### src/rtl/if_stage_if.sv
// IF<->ID handshake, branch feedback and instruction-SRAM port bundle for the fetch stage.
// master = fetch stage side, slave = decode/SRAM side.
interface if_stage_if;
    logic        ds_allowin;
    logic [33:0] br_bus;           // {br_stall, br_taken, br_target}
    logic        fs_to_ds_valid;
    logic [63:0] fs_to_ds_bus;     // {fs_pc, fs_inst}
    logic        inst_sram_en;
    logic [3:0]  inst_sram_we;
    logic [31:0] inst_sram_addr;
    logic [31:0] inst_sram_wdata;
    logic [31:0] inst_sram_rdata;

    modport master (
        input  ds_allowin, br_bus, inst_sram_rdata,
        output fs_to_ds_valid, fs_to_ds_bus,
        output inst_sram_en, inst_sram_we, inst_sram_addr, inst_sram_wdata
    );

    modport slave (
        output ds_allowin, br_bus, inst_sram_rdata,
        input  fs_to_ds_valid, fs_to_ds_bus,
        input  inst_sram_en, inst_sram_we, inst_sram_addr, inst_sram_wdata
    );
endinterface

### src/rtl/if_stage.sv
// Instruction fetch: PC generation, sync SRAM read, {pc,inst} to decode; 1-cycle issue-to-valid.
// Holds on ~ds_allowin; IF_INST_BUF_EN keeps the held word in a local buffer instead of re-reading SRAM.
module if_stage #(
    parameter logic [31:0] RESET_PC = 32'h1c000000
) (
    input  logic clk,
    input  logic resetn,
    if_stage_if.master bus
);
    logic        br_stall;
    logic        br_taken;
    logic [31:0] br_target;
    logic        to_fs_valid;
    logic        fs_allowin;
    logic        issue;
    logic [31:0] nextpc;
    logic [31:0] fs_inst;

    logic        fs_valid_q,    fs_valid_d;
    logic [31:0] fs_pc_q,       fs_pc_d;
    logic        pend_valid_q,  pend_valid_d;
    logic [31:0] pend_target_q, pend_target_d;

    assign br_stall  = bus.br_bus[33];
    assign br_taken  = bus.br_bus[32];
    assign br_target = bus.br_bus[31:0];

    // resetn gates issue so the SRAM stays idle for the whole reset window.
    assign to_fs_valid = resetn & ~br_stall;
    assign fs_allowin  = ~fs_valid_q | bus.ds_allowin;
    assign issue       = to_fs_valid & fs_allowin;

    always_comb begin
        nextpc = fs_pc_q + 32'd4;
        if (br_taken) begin
            nextpc = br_target;
        end else if (pend_valid_q) begin
            nextpc = pend_target_q;
        end
    end

    always_comb begin
        fs_valid_d    = fs_valid_q;
        fs_pc_d       = fs_pc_q;
        pend_valid_d  = pend_valid_q;
        pend_target_d = pend_target_q;
        if (fs_allowin) begin
            fs_valid_d = to_fs_valid;
        end
        if (issue) begin
            fs_pc_d      = nextpc;
            pend_valid_d = 1'b0;
        end else if (br_taken) begin
            // Latest redirect wins if one is already pending.
            pend_valid_d  = 1'b1;
            pend_target_d = br_target;
        end
    end

    always_ff @(posedge clk or negedge resetn) begin
        if (!resetn) begin
            fs_valid_q    <= 1'b0;
            fs_pc_q       <= RESET_PC - 32'd4;
            pend_valid_q  <= 1'b0;
            pend_target_q <= 32'd0;
        end else begin
            fs_valid_q    <= fs_valid_d;
            fs_pc_q       <= fs_pc_d;
            pend_valid_q  <= pend_valid_d;
            pend_target_q <= pend_target_d;
        end
    end

`ifdef IF_INST_BUF_EN
    logic        buf_valid_q, buf_valid_d;
    logic [31:0] buf_q,       buf_d;

    always_comb begin
        buf_valid_d = buf_valid_q;
        buf_d       = buf_q;
        if (fs_valid_q & bus.ds_allowin) begin
            buf_valid_d = 1'b0;
        end else if (fs_valid_q & ~bus.ds_allowin & ~buf_valid_q) begin
            buf_valid_d = 1'b1;
            buf_d       = bus.inst_sram_rdata;
        end
    end

    always_ff @(posedge clk or negedge resetn) begin
        if (!resetn) begin
            buf_valid_q <= 1'b0;
            buf_q       <= 32'd0;
        end else begin
            buf_valid_q <= buf_valid_d;
            buf_q       <= buf_d;
        end
    end

    assign fs_inst            = buf_valid_q ? buf_q : bus.inst_sram_rdata;
    assign bus.inst_sram_en   = issue;
    assign bus.inst_sram_addr = nextpc;
`else
    logic hold_reread;

    // Without a buffer the held word is refetched every stalled cycle to keep rdata live.
    assign hold_reread        = fs_valid_q & ~fs_allowin;
    assign fs_inst            = bus.inst_sram_rdata;
    assign bus.inst_sram_en   = hold_reread | issue;
    assign bus.inst_sram_addr = hold_reread ? fs_pc_q : nextpc;
`endif

    assign bus.inst_sram_we    = 4'b0000;
    assign bus.inst_sram_wdata = 32'd0;
    assign bus.fs_to_ds_valid  = fs_valid_q;
    assign bus.fs_to_ds_bus    = {fs_pc_q, fs_inst};
endmodule
### src/flat_wrapper.sv
// flat-port wrapper written by rule: the top's interface ports become plain ports
module if_stage_flat 
#(
    parameter logic [31:0] RESET_PC = 32'h1c000000
)
  (clk, resetn, bus_ds_allowin, bus_br_bus, bus_inst_sram_rdata, bus_fs_to_ds_valid, bus_fs_to_ds_bus, bus_inst_sram_en, bus_inst_sram_we, bus_inst_sram_addr, bus_inst_sram_wdata);
  if_stage_if bus_i ();
  input  logic clk;
  input  logic resetn;
  input wire logic [$bits(bus_i.ds_allowin)-1:0] bus_ds_allowin;
  input wire logic [$bits(bus_i.br_bus)-1:0] bus_br_bus;
  input wire logic [$bits(bus_i.inst_sram_rdata)-1:0] bus_inst_sram_rdata;
  output wire logic [$bits(bus_i.fs_to_ds_valid)-1:0] bus_fs_to_ds_valid;
  output wire logic [$bits(bus_i.fs_to_ds_bus)-1:0] bus_fs_to_ds_bus;
  output wire logic [$bits(bus_i.inst_sram_en)-1:0] bus_inst_sram_en;
  output wire logic [$bits(bus_i.inst_sram_we)-1:0] bus_inst_sram_we;
  output wire logic [$bits(bus_i.inst_sram_addr)-1:0] bus_inst_sram_addr;
  output wire logic [$bits(bus_i.inst_sram_wdata)-1:0] bus_inst_sram_wdata;
  assign bus_i.ds_allowin = bus_ds_allowin;
  assign bus_i.br_bus = bus_br_bus;
  assign bus_i.inst_sram_rdata = bus_inst_sram_rdata;
  assign bus_fs_to_ds_valid = bus_i.fs_to_ds_valid;
  assign bus_fs_to_ds_bus = bus_i.fs_to_ds_bus;
  assign bus_inst_sram_en = bus_i.inst_sram_en;
  assign bus_inst_sram_we = bus_i.inst_sram_we;
  assign bus_inst_sram_addr = bus_i.inst_sram_addr;
  assign bus_inst_sram_wdata = bus_i.inst_sram_wdata;
  if_stage #(.RESET_PC(RESET_PC)) u_core (.clk(clk), .resetn(resetn), .bus(bus_i));
endmodule
### config.mk
export PLATFORM = sky130hd
export DESIGN_NAME = if_stage_flat
export DESIGN_NICKNAME = d
export VERILOG_FILES = /design/src/rtl/if_stage_if.sv /design/src/rtl/if_stage.sv /design/src/flat_wrapper.sv
export SDC_FILE = /design/constraint.sdc
export NUM_CORES = 1
export LEC_CHECK = 0
export ABC_CLOCK_PERIOD_IN_PS = 2700
export BUFFER_PORTS_ARGS = -buffer_cell sky130_fd_sc_hd__buf_2
export CAP_MARGIN = 20
export CORE_MARGIN = 2
export CORE_UTILIZATION = 35
export CTS_CLUSTER_DIAMETER = 30
export DETAILED_ROUTE_END_ITERATION = 8
export PLACE_DENSITY_LB_ADDON = 0.05
export SYNTH_ARGS = -nofsm -noshare
export SYNTH_HDL_FRONTEND = slang
export SYNTH_SLANG_ARGS = --single-unit
### constraint.sdc
create_clock -name clk -period 2.7 [get_ports clk]
set_input_delay 0.27 -clock clk [delete_from_list [all_inputs] [get_ports clk]]
set_output_delay 0.27 -clock clk [all_outputs]
set_load 0.02 [all_outputs]
==> out/results.txt <==
utilization after layout: 0.454
Combinational Power Share: 0.345
mean post-synth cell area: 8.92 um^2
Compound-Gate Fraction of Synth Area: 0.208
post-synthesis cell area: 0.00467 mm^2
core footprint: 0.0131 mm^2
worst skew pair latency: 0.34 ns
most common cell in the synthesized netlist: buf_4
Post-synth EDFFs: 0
largest net degree at the start of global routing: 56
critical path's top delay family: buffers and inverters
failing checks: negative setup slack
Post-Synth XOR/XNOR Area: 0.0187
post-layout power: 0.00445 W
slowest stage delay, CP: 0.58 ns
sequential share of power: 0.320
Synth top cells by count: buf_4, o21ai_0, nor2_1
largest family of logic cells by synthesized area: compound AO/OA/AOI/OAI gates
nature of the critical path endpoint: flop
wire per inst: 18.4 um
Die Wd: 120 um
crit path DAT: 3.01 ns
switching part of the total: 0.352
top cells by area, synth: dfrtp_1, dfstp_2, buf_4, mux2_2, o21ai_0
clk slew on worst S/H paths: 0.06 ns
CP Cell Sequence: nand4_4 -> or4_4 -> buf_6 -> o31a_2 -> a21oi_2 -> buf_4 -> buf_4 -> buf_4 -> buf_4 -> buf_4 -> buf_4 -> buf_4 -> buf_4 -> a211oi_1
GP Congestion: 0.808
Layout Nets: 700
outcome: finished with violations
initial antenna violation count: 0
Final Hold Fails: 0
cts bufs inserted: 9
total global routing overflow: 0
Hold Crit Class: input pin to flop
synthesis-to-finish area growth: 27.6%
fillcell total: 1339
Required @ worst endpoint: 2.96 ns
top cell type's share of synthesized area: 0.214
Buf/Inv on CP: 9
Primary FF master, synth: dfrtp_1
ys async rst share: 1.00
Fmax: 0.365 GHz
worst slew pin tran: 0.783 ns
First-pass DRT Iterations: 5
maxcap violations: 0
WS Path Type: flop to flop
hpwl dp: 10.2 mm
Slew HR: 0.478
Crit-path slowest cell: or4_4
routed via count: 4287
Setup TNS Final: -0.157 ns
antenna-violating nets left: 0
clock share of power: 0.334
Worst path most repeated cell: buf_4
Syn Inst Count: 524
crit path max fanout: 6
Tot GR Track Use: 0.209
Warnings, synthesis: 0
fin. max-slew vios: 0
initial drt markers: 283
Synth Area in Simple Gates: 0.154
count of different cell masters after synthesis: 61
fin worst setup slack: -0.0425 ns
die footprint: 0.0143 mm^2
Peak VDD IR: 0.283 mV
RSZ-0062 raised after global routing: true
FF+latch count, synth: 66
area leader, netlist: dfrtp_1
clk_skew: 0.00859 ns
power per cell area: 746 mW/mm^2
sequential fraction of the synthesis area: 0.360
Switch Pwr: 0.00156 W
PortBufs: 102
total clock sinks: 66
endpoints failing setup: 5
fin crit period: 2.74 ns
Die Ht: 120 um
DR vias/cell: 5.29
multiplexer area fraction after synthesis: 0.108
adder-cell share of the synthesized area: 0.00268
LEAKAGE: 2.62 nW
Tcrit/Tclk final: 1.02
element type at the critical path start: flop
antenna cell count: 0
vias in the first global route: 4172
Longest Clk Path Bufs: 2
Initial Utilization: 0.356
final wirelength: 14.9 mm
htree depth: 3
layout cell share with drive strength beyond 1: 0.446
first-pass GRT wire length: 23.0 mm
Rows: 42
clock root cell: clkbuf_16
number of I/O pins: 203
CTS tree: done
drc violations: 0
P_int: 0.00288 W
[repair_timing]
| item | CTS | global route |
|---|---|---|
| gates resized for setup | 29 | 31 |
| hold buffers | 1 | 0 |
| pin swaps | 21 | 14 |
| setup buffers | 15 | 10 |
| endpoints found under the hold margin | 7 | 0 |
| endpoints found under the setup margin | 14 | 22 |
[per-layer routing]
metal | wire (um) | track usage | vias to the layer above
li1 | - | - | 2021
met1 | 6940 | 0.293 | 2066
met2 | 6720 | 0.322 | 168
met3 | 961 | 0.0380 | 32
met4 | 285 | 0.0757 | 0
met5 | 0 | 0 | -
[metrics by stage]
step	area [um^2]	hold slack (ns)	worst slack [ns]	cells
after floorplan	4820	-0.0256	-0.0216	559
after global placement	5190	0.328	0.109	770
after detailed placement	5190	0.318	0.0461	770
after CTS	5770	0.159	-0.0799	801
after global routing	5960	0.169	-0.131	811
final	5960	0.166	-0.0425	811
[final cells by class]
class | instances | area [um^2] | share of cell area
Sequential cell | 66 | 1680 | 0.282
Multi-Input combinational cell | 381 | 2610 | 0.437
Clock buffer | 11 | 243 | 0.0407
Inverter | 8 | 30.0 | 0.00504
Tap cell | 176 | 220 | 0.0369
Timing Repair Buffer | 164 | 1050 | 0.177
Clock inverter | 5 | 125 | 0.0210
[path summary, 6_finish.rpt]
check / from / end / slack [ns] / cells past startpoint
hold reg to reg: u_core.pend_target_q[11] / u_core.pend_target_q[11] / 0.51 / 1
min in group asynchronous: resetn / u_core.pend_target_q[29] / 0.49 / 3
hold / removal: bus_br_bus[6] / u_core.pend_target_q[6] / 0.17 / 2
max in group asynchronous: resetn / u_core.fs_pc_q[0] / 1.20 / 4
setup reg to reg: u_core.fs_pc_q[9] / u_core.fs_pc_q[24] / -0.04 / 14
setup / recovery: u_core.fs_pc_q[9] / u_core.fs_pc_q[24] / -0.04 / 14
[power groups by stage]
stage / clock network [W] / logic (W) / registers, W
2_1_floorplan: 0 / 0.000864 / 0.00154
3_3_place_gp: 0 / 0.00139 / 0.00142
3_5_place_dp: 0 / 0.00140 / 0.00143
4_1_cts: 0.00152 / 0.00147 / 0.00141
5_1_grt: 0.00156 / 0.00166 / 0.00145
6_report: 0.00149 / 0.00154 / 0.00142
[worst reg2reg max path, stage by stage (launching register included)]
cell	delay, ns
dfstp_2	0.55
nand4_4	0.10
or4_4	0.58
buf_6	0.17
o31a_2	0.29
a21oi_2	0.15
buf_4	0.13
buf_4	0.09
buf_4	0.09
buf_4	0.10
buf_4	0.09
buf_4	0.09
buf_4	0.09
buf_4	0.09
a211oi_1	0.06
[registers in the layout (all words and copies together) (netlist names)]
name                       flops
u_core.fs_pc_q                32
u_core.pend_target_q          32
u_core.pend_valid_q            1
u_core.bus.fs_to_ds_valid      1
[cell families (layout without fill, tap and decap cells)]
group	Yosys count	count (layout)
compound gates	149	149
xor+xnor	10	10
fa+ha+maj	1	1
buf+inv	112	188
flops	66	66
mux	45	45
other cells	1	36
simple gates	140	140
[cell usage in the layout (no fill, tap or decap), types with 8 or more instances in the layout]
cell	synthesis	final
buf_2	5	89
buf_4	68	65
nor2_1	47	45
mux2_2	42	42
dfrtp_1	40	40
nand2_1	40	39
o21ai_0	48	37
conb_1	1	36
dfstp_2	26	26
a31oi_1	24	22
a21oi_1	13	12
nand4_1	10	10
o21ai_1	0	10
clkbuf_16	0	9
inv_1	8	8
nand3_1	9	8
buf_6	1	8
Note: power is estimated with default switching activity, not from simulation.
